<file path="src/rtl/cpu_pkg.sv">
// -----------------------------------------------------------------------------
// cpu_pkg
// Shared definitions for the 16-bit CPU: data width, register count,
// instruction field positions, opcode and ALU op encodings, the control-unit
// state type and small decode/sign-extension helpers.
// No ports (package).
// -----------------------------------------------------------------------------
package cpu_pkg;

    localparam int DATA_W = 16;
    localparam int NREGS  = 8;

    // Instruction field bit positions
    localparam int OP_MSB    = 15;
    localparam int OP_LSB    = 12;
    localparam int RD_MSB    = 11;
    localparam int RD_LSB    = 9;
    localparam int RS1_MSB   = 8;
    localparam int RS1_LSB   = 6;
    localparam int RS2_MSB   = 5;
    localparam int RS2_LSB   = 3;
    localparam int IMM6_MSB  = 5;
    localparam int IMM9_MSB  = 8;
    localparam int IMM12_MSB = 11;

    // Opcodes
    localparam logic [3:0] OP_ADD  = 4'h0;
    localparam logic [3:0] OP_SUB  = 4'h1;
    localparam logic [3:0] OP_LI   = 4'h8;
    localparam logic [3:0] OP_ADDI = 4'h9;
    localparam logic [3:0] OP_JMP  = 4'hC;
    localparam logic [3:0] OP_HALT = 4'hF;

    // ALU op encodings shared with the ALU
    localparam logic [3:0] ALU_ADD = 4'h0;
    localparam logic [3:0] ALU_SUB = 4'h1;

    typedef enum logic [2:0] {
        CU_IDLE,
        CU_FETCH,
        CU_DECODE,
        CU_EXECUTE,
        CU_HALT
    } cu_state_t;

    function automatic logic [DATA_W-1:0] sext6(input logic [IMM6_MSB:0] v);
        return {{(DATA_W-IMM6_MSB-1){v[IMM6_MSB]}}, v};
    endfunction

    function automatic logic [DATA_W-1:0] sext9(input logic [IMM9_MSB:0] v);
        return {{(DATA_W-IMM9_MSB-1){v[IMM9_MSB]}}, v};
    endfunction

    // Opcodes 0x0-0x7 are register-register ALU operations
    function automatic logic is_rtype(input logic [3:0] op);
        return (op[3] == 1'b0);
    endfunction

    function automatic logic is_illegal(input logic [3:0] op);
        return (op == 4'hA) || (op == 4'hB) || (op == 4'hD) || (op == 4'hE);
    endfunction

endpackage

</file>
<file path="src/rtl/module_control_unit_if.sv">
// -----------------------------------------------------------------------------
// module_control_unit_if
// Bundles the instruction-fetch port and the ALU operand/result port of the
// control unit.
//   instr_req/instr_addr    : fetch request and address (control unit drives)
//   instr_valid/instr_data  : fetch response (memory drives)
//   alu_op/alu_in1/alu_in2  : registered ALU operation (control unit drives)
//   alu_result              : combinational ALU result (ALU drives)
// Modports: master = control unit, slave = memory/ALU side.
// -----------------------------------------------------------------------------
interface module_control_unit_if
    import cpu_pkg::*;
#(
    parameter int PC_W = 8
);
    logic              instr_req;
    logic [PC_W-1:0]   instr_addr;
    logic              instr_valid;
    logic [DATA_W-1:0] instr_data;
    logic [3:0]        alu_op;
    logic [DATA_W-1:0] alu_in1;
    logic [DATA_W-1:0] alu_in2;
    logic [DATA_W-1:0] alu_result;

    modport master (
        output instr_req, instr_addr, alu_op, alu_in1, alu_in2,
        input  instr_valid, instr_data, alu_result
    );

    modport slave (
        input  instr_req, instr_addr, alu_op, alu_in1, alu_in2,
        output instr_valid, instr_data, alu_result
    );
endinterface

</file>
<file path="src/rtl/module_regfile.sv">
// -----------------------------------------------------------------------------
// module_regfile
// 8 x 16 general-purpose register file (R0 is an ordinary register).
//   clk, rst_n             : clock, asynchronous active-low reset (clears all)
//   i_we/i_waddr/i_wdata   : single write port, lands on the rising edge
//   i_raddr1/o_rdata1      : combinational read port 1
//   i_raddr2/o_rdata2      : combinational read port 2
//   i_dbg_sel/o_dbg_data   : combinational debug read port
// -----------------------------------------------------------------------------
module module_regfile
    import cpu_pkg::*;
(
    input  logic              clk,
    input  logic              rst_n,
    input  logic              i_we,
    input  logic [2:0]        i_waddr,
    input  logic [DATA_W-1:0] i_wdata,
    input  logic [2:0]        i_raddr1,
    output logic [DATA_W-1:0] o_rdata1,
    input  logic [2:0]        i_raddr2,
    output logic [DATA_W-1:0] o_rdata2,
    input  logic [2:0]        i_dbg_sel,
    output logic [DATA_W-1:0] o_dbg_data
);

    logic [DATA_W-1:0] r_regs [NREGS];

    always_ff @(posedge clk or negedge rst_n) begin
        if (!rst_n) begin
            for (int i = 0; i < NREGS; i++) begin
                r_regs[i] <= '0;
            end
        end else if (i_we) begin
            r_regs[i_waddr] <= i_wdata;
        end
    end

    // Reads see the pre-write value in the write cycle, so rd == rs reads old data
    assign o_rdata1   = r_regs[i_raddr1];
    assign o_rdata2   = r_regs[i_raddr2];
    assign o_dbg_data = r_regs[i_dbg_sel];

endmodule

</file>
<file path="src/rtl/module_control_unit.sv">
// -----------------------------------------------------------------------------
// module_control_unit
// Multi-cycle fetch/decode/execute controller for the 16-bit CPU.
//   clk           : clock, rising edge
//   rst_n         : asynchronous active-low reset (release synchronised here)
//   run           : start request, leaves IDLE when high
//   bus (master)  : fetch port (instr_req/addr/valid/data) and
//                   ALU port (alu_op/in1/in2 out, alu_result in)
//   halted        : high in HALT
//   illegal_instr : one-cycle pulse after decoding an undefined opcode
//   dbg_sel       : debug register select
//   dbg_data      : combinational read of R[dbg_sel]
// -----------------------------------------------------------------------------
module module_control_unit
    import cpu_pkg::*;
#(
    parameter int PC_W = 8
)(
    input  logic                  clk,
    input  logic                  rst_n,
    input  logic                  run,
    module_control_unit_if.master bus,
    output logic                  halted,
    output logic                  illegal_instr,
    input  logic [2:0]            dbg_sel,
    output logic [DATA_W-1:0]     dbg_data
);

    // Reset asserts immediately, releases two clock edges later
    logic [1:0] r_rst_sync;
    logic       w_rst_n;

    always_ff @(posedge clk or negedge rst_n) begin
        if (!rst_n) begin
            r_rst_sync <= 2'b00;
        end else begin
            r_rst_sync <= {r_rst_sync[0], 1'b1};
        end
    end

    assign w_rst_n = r_rst_sync[1];

    cu_state_t         r_state;
    cu_state_t         w_state_next;
    logic [PC_W-1:0]   r_pc;
    logic [DATA_W-1:0] r_ir;
    logic [3:0]        r_alu_op;
    logic [DATA_W-1:0] r_alu_in1;
    logic [DATA_W-1:0] r_alu_in2;
    logic              r_illegal;

    logic [3:0]        w_op;
    logic [2:0]        w_rd;
    logic [2:0]        w_rs1;
    logic [2:0]        w_rs2;
    logic [DATA_W-1:0] w_rdata1;
    logic [DATA_W-1:0] w_rdata2;
    logic              w_rf_we;
    logic [DATA_W-1:0] w_rf_wdata;
    logic [PC_W-1:0]   w_jmp_target;

    assign w_op  = r_ir[OP_MSB:OP_LSB];
    assign w_rd  = r_ir[RD_MSB:RD_LSB];
    assign w_rs1 = r_ir[RS1_MSB:RS1_LSB];
    assign w_rs2 = r_ir[RS2_MSB:RS2_LSB];

    // JMP target is imm12 truncated to the PC width
    assign w_jmp_target = PC_W'(r_ir[IMM12_MSB:0]);

    module_regfile u_regfile (
        .clk        (clk),
        .rst_n      (w_rst_n),
        .i_we       (w_rf_we),
        .i_waddr    (w_rd),
        .i_wdata    (w_rf_wdata),
        .i_raddr1   (w_rs1),
        .o_rdata1   (w_rdata1),
        .i_raddr2   (w_rs2),
        .o_rdata2   (w_rdata2),
        .i_dbg_sel  (dbg_sel),
        .o_dbg_data (dbg_data)
    );

    always_ff @(posedge clk or negedge w_rst_n) begin
        if (!w_rst_n) begin
            r_state <= CU_IDLE;
        end else begin
            r_state <= w_state_next;
        end
    end

    // Next state and register-file write control
    always_comb begin
        w_state_next = r_state;
        w_rf_we      = 1'b0;
        w_rf_wdata   = '0;
        unique case (r_state)
            CU_IDLE: begin
                if (run) begin
                    w_state_next = CU_FETCH;
                end
            end
            CU_FETCH: begin
                if (bus.instr_valid) begin
                    w_state_next = CU_DECODE;
                end
            end
            CU_DECODE: begin
                if (w_op == OP_HALT) begin
                    w_state_next = CU_HALT;
                end else if (is_rtype(w_op) || (w_op == OP_ADDI)) begin
                    w_state_next = CU_EXECUTE;
                end else begin
                    w_state_next = CU_FETCH;
                end
                if (w_op == OP_LI) begin
                    w_rf_we    = 1'b1;
                    w_rf_wdata = sext9(r_ir[IMM9_MSB:0]);
                end
            end
            CU_EXECUTE: begin
                w_rf_we      = 1'b1;
                w_rf_wdata   = bus.alu_result;
                w_state_next = CU_FETCH;
            end
            CU_HALT: begin
                w_state_next = CU_HALT;
            end
            default: begin
                w_state_next = CU_IDLE;
            end
        endcase
    end

    // PC, instruction register, ALU operand registers, illegal pulse
    always_ff @(posedge clk or negedge w_rst_n) begin
        if (!w_rst_n) begin
            r_pc      <= '0;
            r_ir      <= '0;
            r_alu_op  <= '0;
            r_alu_in1 <= '0;
            r_alu_in2 <= '0;
            r_illegal <= 1'b0;
        end else begin
            r_illegal <= 1'b0;
            unique case (r_state)
                CU_FETCH: begin
                    if (bus.instr_valid) begin
                        r_ir <= bus.instr_data;
                        r_pc <= r_pc + 1'b1;
                    end
                end
                CU_DECODE: begin
                    if (is_rtype(w_op)) begin
                        r_alu_op  <= w_op;
                        r_alu_in1 <= w_rdata1;
                        r_alu_in2 <= w_rdata2;
                    end else if (w_op == OP_ADDI) begin
                        r_alu_op  <= ALU_ADD;
                        r_alu_in1 <= w_rdata1;
                        r_alu_in2 <= sext6(r_ir[IMM6_MSB:0]);
                    end else if (w_op == OP_JMP) begin
                        r_pc <= w_jmp_target;
                    end else if (is_illegal(w_op)) begin
                        r_illegal <= 1'b1;
                    end
                end
                default: begin
                end
            endcase
        end
    end

    assign bus.instr_req  = (r_state == CU_FETCH);
    assign bus.instr_addr = r_pc;
    assign bus.alu_op     = r_alu_op;
    assign bus.alu_in1    = r_alu_in1;
    assign bus.alu_in2    = r_alu_in2;
    assign halted         = (r_state == CU_HALT);
    assign illegal_instr  = r_illegal;

endmodule

</file>
<file path="src/flat_wrapper.sv">
// flat-port wrapper written by rule: the top's interface ports become plain ports
module module_control_unit_flat import cpu_pkg::*;
#(
    parameter int PC_W = 8
)
  (clk, rst_n, run, halted, illegal_instr, dbg_sel, dbg_data, bus_instr_req, bus_instr_addr, bus_alu_op, bus_alu_in1, bus_alu_in2, bus_instr_valid, bus_instr_data, bus_alu_result);
  module_control_unit_if #(.PC_W(PC_W)) bus_i ();
  input  logic clk;
  input  logic rst_n;
  input  logic run;
  output logic halted;
  output logic illegal_instr;
  input  logic [2:0] dbg_sel;
  output logic [DATA_W-1:0] dbg_data;
  output wire logic [$bits(bus_i.instr_req)-1:0] bus_instr_req;
  output wire logic [$bits(bus_i.instr_addr)-1:0] bus_instr_addr;
  output wire logic [$bits(bus_i.alu_op)-1:0] bus_alu_op;
  output wire logic [$bits(bus_i.alu_in1)-1:0] bus_alu_in1;
  output wire logic [$bits(bus_i.alu_in2)-1:0] bus_alu_in2;
  input wire logic [$bits(bus_i.instr_valid)-1:0] bus_instr_valid;
  input wire logic [$bits(bus_i.instr_data)-1:0] bus_instr_data;
  input wire logic [$bits(bus_i.alu_result)-1:0] bus_alu_result;
  assign bus_instr_req = bus_i.instr_req;
  assign bus_instr_addr = bus_i.instr_addr;
  assign bus_alu_op = bus_i.alu_op;
  assign bus_alu_in1 = bus_i.alu_in1;
  assign bus_alu_in2 = bus_i.alu_in2;
  assign bus_i.instr_valid = bus_instr_valid;
  assign bus_i.instr_data = bus_instr_data;
  assign bus_i.alu_result = bus_alu_result;
  module_control_unit #(.PC_W(PC_W)) u_core (.clk(clk), .rst_n(rst_n), .run(run), .bus(bus_i), .halted(halted), .illegal_instr(illegal_instr), .dbg_sel(dbg_sel), .dbg_data(dbg_data));
endmodule
</file>
<file path="config.mk">
export PLATFORM = sky130hd
export DESIGN_NAME = module_control_unit_flat
export DESIGN_NICKNAME = d
export VERILOG_FILES = /design/src/rtl/cpu_pkg.sv /design/src/rtl/module_control_unit_if.sv /design/src/rtl/module_regfile.sv /design/src/rtl/module_control_unit.sv /design/src/flat_wrapper.sv
export SDC_FILE = /design/constraint.sdc
export NUM_CORES = 1
export LEC_CHECK = 0
export CAP_MARGIN = 15
export CORE_UTILIZATION = 50
export DETAILED_ROUTE_END_ITERATION = 6
export MAX_ROUTING_LAYER = met4
export PLACE_DENSITY = 0.71
export SLEW_MARGIN = 20
export SYNTH_ARGS = -nofsm -noshare
export SYNTH_HDL_FRONTEND = slang
export SYNTH_HIERARCHICAL = 1
export SYNTH_SLANG_ARGS = --single-unit
</file>
<file path="constraint.sdc">
create_clock -name clk -period 7.8 [get_ports clk]
set_input_delay 1.56 -clock clk [delete_from_list [all_inputs] [get_ports clk]]
set_output_delay 1.56 -clock clk [all_outputs]
set_load 0.03 [all_outputs]
</file>
==> flow_summary.yaml, run 1 <==
run_status:
  result_of_the_run: "finished, final reports clean"
synth:
  yosysTopAreaCell: "dfrtp_1"
  synth-edff-count: 0
  ys_async_sr_fraction_pct: 100
  synthFlopType: "dfrtp_1"
  synth_top_area_share_pct: 43.7
  yosys.cell_count.top_type: "mux2_2"
  yosysWarnings: 6
  ys_seq_elements: 193
  synthDistinctLibCells: 49
  syn-mean-instance-area_um2: 15.4
  mappedNetlistNets: 758
  yosys-top-cells-count: "194 x mux2_2, 193 x dfrtp_1, 84 x mux4_1"
  netlist_area_um2: 11000
  synth_seq_area_share_pct: 43.7
  synthesis.instances: 718
  netlist_top_cells_area: "dfrtp_1 44%, mux4_1 20%, mux2_2 20%"
drt:
  final_antenna_net_count: 0
  route.vias.total: 6979
  drtIter0Drc: 315
  wire_per_inst_um: 25.6
  drt_first_pass_iters: 5
  routed_wirelength_um: 27600
  detail_route.drc_violations: 0
  routed_vias_inst: 6.49
clock_tree:
  cts_resized: 0
  post_cts_setup_buffer_count: 0
  cts_tree: "done"
  clk_pin_slew_worst_paths_ns: 0.07
  cts.sink_count: 193
  h-tree-depth: 4
  cts_inserted_buffers: 17
  worstSkewPairLatency_ns: 0.43
  clockRootBuffer: "clkbuf_16"
  ctsHoldBuffers: 0
  cts-root-to-sink-buffers: 2
timing:
  final.setup_skew_ns: 0.0121
  rsz_0062_raised_after_global_routing: "false"
  timing.setup.tns_ns: 0
  worst_pin_slew_ns: 1.17
  final_period_minus_worst_setup_slack_ns: 5.54
  number_of_setup_violations_in_the_final_report: 0
  final-max-slew-violation-count: 0
  timing.slew.headroom_pct: 21.8
  achievable-frequency_mhz: 181
  finalCritPeriodShare_pct: 71.0
  layout_setup_ws_ns: 2.26
  hold_violations_final: 0
power_and_ir_drop:
  worst_ir_drop_vdd_mv: 0.171
  power.switching_fraction_pct: 37.6
  leakage_power_nw: 6.07
  power.net_switching_mw: 1.89
  powerDensity_nw_per_um2: 396
  sequentialPowerShare_pct: 40.7
  report.power.total_mw: 5.03
  clkPwrFrac_pct: 17.9
  combPwrFrac_pct: 41.3
  p_int_mw: 3.14
cells_and_area:
  diodes: 0
  nNetsFinal: 823
  post_route_cells_drive_above_1_share_pct: 33.3
  layout.core_utilization_pct: 58.4
  areaGrowthSynthToFinish_pct: 15.0
  fillers: 1682
grt:
  grt_pass1_vias: 7206
  grt_pass1_wl_um: 42600
  initial_antenna_violation_count: 0
  grt_remaining_overflow: 0
  grt_max_degree: 78
  grt.total_usage_pct: 26.3
worst_setup_path:
  worst_path_largest_cell_delay_ns: 0.83
  required_ns: 6.24
  worst-endpoint-arrival_ns: 3.98
  critPathKind: "in -> out"
  critical_path_peak_fanout: 32
  endpoint_kind: "output pin"
  slowest_stage: "buf_2"
  crit_path_start_kind: "primary input"
  timing.critical_path.cells: "buf_2 > mux4_1 > mux2_2 > clkdlybuf4s50_1"
  reg2reg_depth: 5
die:
  die_h_um: 151
  width_of_the_chip_um: 151
  initial_core_util_pct: 50.8
  std_cell_rows: 54
  io_pins: 102
  die_area_um2: 22700
  core_um2: 21800
worst_hold_path:
  min-delay-path-class: "reg -> reg"
  depth_of_the_worst_hold_timing_path: 0
placed_design:
  placement.io_buffers: 100
  detailedPlacementHpwl_um: 17100
  routabilityCongestion: 0.847
  preCtsSetupSlack_ns: 2.29
run:
  max_cap_violations: 0
[cells by family after synthesis]
| family | count (synthesis) | synth area share [%] |
|---|---|---|
| xor gates and xnor gates | 1 | 0.0793 |
| adders and majority gates | 1 | 0.113 |
| AOI/OAI and AO/OA | 75 | 4.21 |
| buffers and inverters | 69 | 3.90 |
| DFF | 193 | 43.7 |
| other | 2 | 0.0680 |
| and+or+nand+nor | 68 | 3.84 |
| muxes | 309 | 44.1 |
[through the flow]
step | hold slack (ns) | cells | area, um^2
after global routing | 0.381 | 1076 | 12700
final | 0.371 | 1076 | 12700
after CTS | 0.383 | 1076 | 12700
after floorplan | 0.331 | 718 | 11000
after global placement | 0.338 | 1044 | 12100
after detailed placement | 0.353 | 1044 | 12100
[flip-flops by register name, summed over array words and instances, names as in the netlist]
signal and cells:
u_core/r_state 3, u_core/bus.alu_in2 16, u_core/r_rst_sync 2, u_core/bus.instr_addr 8, u_core/r_ir 16, u_core/illegal_instr 1, u_core/bus.alu_in1 16, u_core/bus.alu_op 3
u_core/u_regfile/r_regs 128
[power by group through the flow]
stage	registers (mW)	clock network [mW]	logic, mW
2_1_floorplan	1.88	0	1.55
3_5_place_dp	2.05	0	2.07
5_1_grt	2.12	0.969	2.20
6_report	2.05	0.901	2.08
3_3_place_gp	2.00	0	2.02
4_1_cts	2.04	0.921	2.08
[critical path, delay by kind of cell]
family	cells	cell delay, ns
muxes	2	0.96
buffers and inverters	2	1.44
[layout make-up]
| class | instances | area, um^2 | area share [%] |
|---|---|---|---|
| Multi-Input combinational cell | 456 | 5820 | 45.8 |
| Tap cell | 280 | 350 | 2.76 |
| Clock inverter | 13 | 158 | 1.24 |
| Inverter | 6 | 22.5 | 0.177 |
| Timing Repair Buffer | 109 | 1060 | 8.34 |
| Clock buffer | 19 | 453 | 3.57 |
| Sequential cell | 193 | 4840 | 38.1 |
[placed cells by master (no fill, tap or decap), types with 3 or more instances in the layout]
master	Yosys	routed
mux2_2	194	194
a22o_1	7	7
dfrtp_1	193	189
bufinv_16	0	3
and3_1	3	3
clkinv_2	0	5
nand2_1	12	12
mux4_1	84	84
nand4b_2	3	3
a21o_1	8	8
mux4_2	12	12
mux2_1	13	13
a21oi_1	32	32
nor3b_1	3	3
o21ai_0	14	14
clkdlybuf4s50_1	0	98
inv_1	6	6
mux2i_1	6	6
inv_6	0	3
a31oi_1	4	4
clkbuf_16	0	17
nand3_1	4	4
buf_4	9	9
nor2_1	21	21
[metal layers]
| metal | routed length (um) | part of all wire, % | GRT usage, % | vias to the layer above |
|---|---|---|---|---|
| li1 | - | - | - | 3002 |
| met1 | 11500 | 42 | 32.8 | 3665 |
| met2 | 14000 | 51 | 42.9 | 259 |
| met3 | 1420 | 5.2 | 4.70 | 53 |
| met4 | 752 | 2.7 | 10.5 | 0 |
| met5 | 0 | 0 | - | - |
[final timing paths]
check	slack, ns	end	start
min	0.37	u_core/r_rst_sync[1]	u_core/r_rst_sync[0]
max reg2reg	4.30	u_core/u_regfile/r_regs[67]	u_core/r_ir[15]
min in group asynchronous	0.51	u_core/u_regfile/r_regs[11]	u_core/r_rst_sync[1]
max	2.26	dbg_data[3]	dbg_sel[0]
max in group asynchronous	5.81	u_core/u_regfile/r_regs[70]	u_core/r_rst_sync[1]
min reg2reg	0.37	u_core/r_rst_sync[1]	u_core/r_rst_sync[0]
No activity file was read; power rests on OpenSTA's default activity.
==> run 2: changes to the inputs <==
PLACE_DENSITY = 0.74   (was 0.71)
clock period = 4.8 ns   (was 7.8 ns; I/O delays follow)
==> run 2 against run 1 <==
Against the previous run: die area is the same; register-to-register slack worse by 3.1 ns; clock-buffer cell count up 4; flip-flop and latch count did not move; design area grew 0.74%; global-route usage is 0.17 points lower; via count is 0.63% higher; sequential power is 58% higher; worst hold slack worse by 0.014 ns; sequential share of layout area decreased by 0.30 points; utilization increased by 0.43 points; largest power group unchanged.
==> flow_summary.yaml, run 2 (synthesis gave the netlist of run 1 again) <==
grt:
  grt_pass1_vias: 7155
  grt_remaining_overflow: 0
  grt_pass1_wl_um: 42200
  grt.busiest_layer: "met2"
  grt_max_degree: 89
  grt_util_met2_pct: 43.8
  grt_util_met1_pct: 32.7
  initial_antenna_violation_count: 0
  use_met3_pct: 4.21
  grt.total_usage_pct: 26.2
clock_tree:
  worstSkewPairLatency_ns: 0.43
  cts_resized: 0
  cts_inserted_buffers: 17
  clockRootBuffer: "clkbuf_16"
  post_cts_setup_buffer_count: 0
  ctsHoldBuffers: 0
  clk_pin_slew_worst_paths_ns: 0.07
  h-tree-depth: 4
  cts-root-to-sink-buffers: 2
  cts_tree: "done"
  cts.sink_count: 193
power_and_ir_drop:
  sequentialPowerShare_pct: 39.2
  clkPwrFrac_pct: 18.5
  powerDensity_nw_per_um2: 644
  power.switching_fraction_pct: 37.1
  combPwrFrac_pct: 42.3
  leakage_power_nw: 6.11
  worst_ir_drop_vdd_mv: 0.332
  p_int_mw: 5.18
  power.net_switching_mw: 3.06
worst_setup_path:
  critPathKind: "in -> out"
  worst_path_largest_cell_delay_ns: 0.61
  crit_path_frequent_cell: "clkdlybuf4s50_1"
  required_ns: 3.84
  critical-path-top-delay-family: "buffers and inverters"
  slowest_stage: "clkdlybuf4s50_1"
  worst-endpoint-arrival_ns: 3.13
  reg2reg_depth: 6
  crit_path_start_kind: "primary input"
  timing.critical_path.cells: "clkdlybuf4s50_1 > buf_4 > mux4_1 > mux2_2 > clkdlybuf4s50_1"
  critical_path_peak_fanout: 32
  endpoint_kind: "output pin"
  cp.buffers_inverters: 3
  cp_num_cells: 5
die:
  std_cell_rows: 54
  core_um2: 21800
  io_pins: 102
  width_of_the_chip_um: 151
  die_area_um2: 22700
  die_h_um: 151
  initial_core_util_pct: 50.8
timing:
  timing.slew.headroom_pct: 22.0
  rsz_0062_raised_after_global_routing: "false"
  hold_violations_final: 0
  timing.setup.tns_ns: 0
  final-max-slew-violation-count: 0
  final_period_minus_worst_setup_slack_ns: 4.09
  worst_pin_slew_ns: 1.17
  finalCritPeriodShare_pct: 85.2
  achievable-frequency_mhz: 244
  number_of_setup_violations_in_the_final_report: 0
  final.setup_skew_ns: 0.0123
  holdWs_ns: 0.357
drt:
  final_antenna_net_count: 0
  route.vias.total: 7023
  drtIter0Drc: 437
  routed_wirelength_um: 27000
  routed_vias_inst: 6.49
  wire_per_inst_um: 24.9
  drt_first_pass_iters: 5
  detail_route.drc_violations: 0
cells_and_area:
  mostFrequentLayoutCells: "194 x mux2_2, 189 x dfrtp_1, 99 x clkdlybuf4s50_1, 84 x mux4_1, 32 x a21oi_1"
  largest_reg_flops: 128
  layout.cells.most_common: "mux2_2"
  layout.core_utilization_pct: 58.8
  areaGrowthSynthToFinish_pct: 15.8
  post_route_cells_drive_above_1_share_pct: 33.3
  design_area_final_um2: 12800
  nNetsFinal: 829
  largest-register: "u_core/u_regfile/r_regs"
  fillers: 1643
  diodes: 0
placed_design:
  placed_area_um2: 12200
  placement.io_buffers: 100
  routabilityCongestion: 0.839
  detailedPlacementHpwl_um: 17100
run:
  max_cap_violations: 0
run_status:
  result_of_the_run: "finished, final reports clean"
worst_hold_path:
  depth_of_the_worst_hold_timing_path: 0
  min-delay-path-class: "reg -> reg"
[run 2: layout make-up]
class	count	area (um^2)	area share, %
Multi-Input combinational cell	456	5820	45.5
Clock buffer	23	478	3.74
Clock inverter	9	154	1.20
Inverter	6	22.5	0.176
Timing Repair Buffer	115	1130	8.86
Sequential cell	193	4840	37.8
Tap cell	280	350	2.74
[run 2: through the flow]
step	cells	setup slack, ns	total power, mW
after global routing	1082	0.654	8.67
after floorplan	718	1.62	5.57
after global placement	1050	0.720	6.54
after detailed placement	1050	0.713	6.72
final	1082	0.709	8.24
after CTS	1082	0.711	8.26
[run 2: path summary, 6_finish.rpt]
path / start / to / slack [ns]
worst min register to register: u_core/r_rst_sync[0] / u_core/r_rst_sync[1] / 0.36
worst max register to register: u_core/r_ir[15] / u_core/u_regfile/r_regs[114] / 1.22
worst min-delay path: u_core/r_rst_sync[0] / u_core/r_rst_sync[1] / 0.36
worst max-delay path: dbg_sel[2] / dbg_data[3] / 0.71
max in group asynchronous: u_core/r_rst_sync[1] / u_core/r_ir[7] / 3.22
min in group asynchronous: u_core/r_rst_sync[1] / u_core/u_regfile/r_regs[123] / 0.38
[run 2: worst reg2reg max path, cell delays in order (launching register included)]
cell and delay, ns:
dfrtp_1 0.78, nor4b_1 0.49, and2_1 0.44, or2_2 0.29, nor4b_4 0.76, buf_4 0.35, mux2_2 0.36
[run 2: power groups by stage]
stage               clock [mW]  combinational (mW)  sequential (mW)
global route              1.62                3.71             3.34
finish                    1.52                3.49             3.23
global placement             0                3.39             3.15
detailed placement           0                3.48             3.24
floorplan                    0                2.52             3.05
CTS                       1.55                3.51             3.21
[run 2: metal layers]
metal / vias up / wire (um)
met5: - / 0
met4: 0 / 629
met3: 52 / 1500
met2: 261 / 13900
met1: 3698 / 10900
li1: 3012 / -
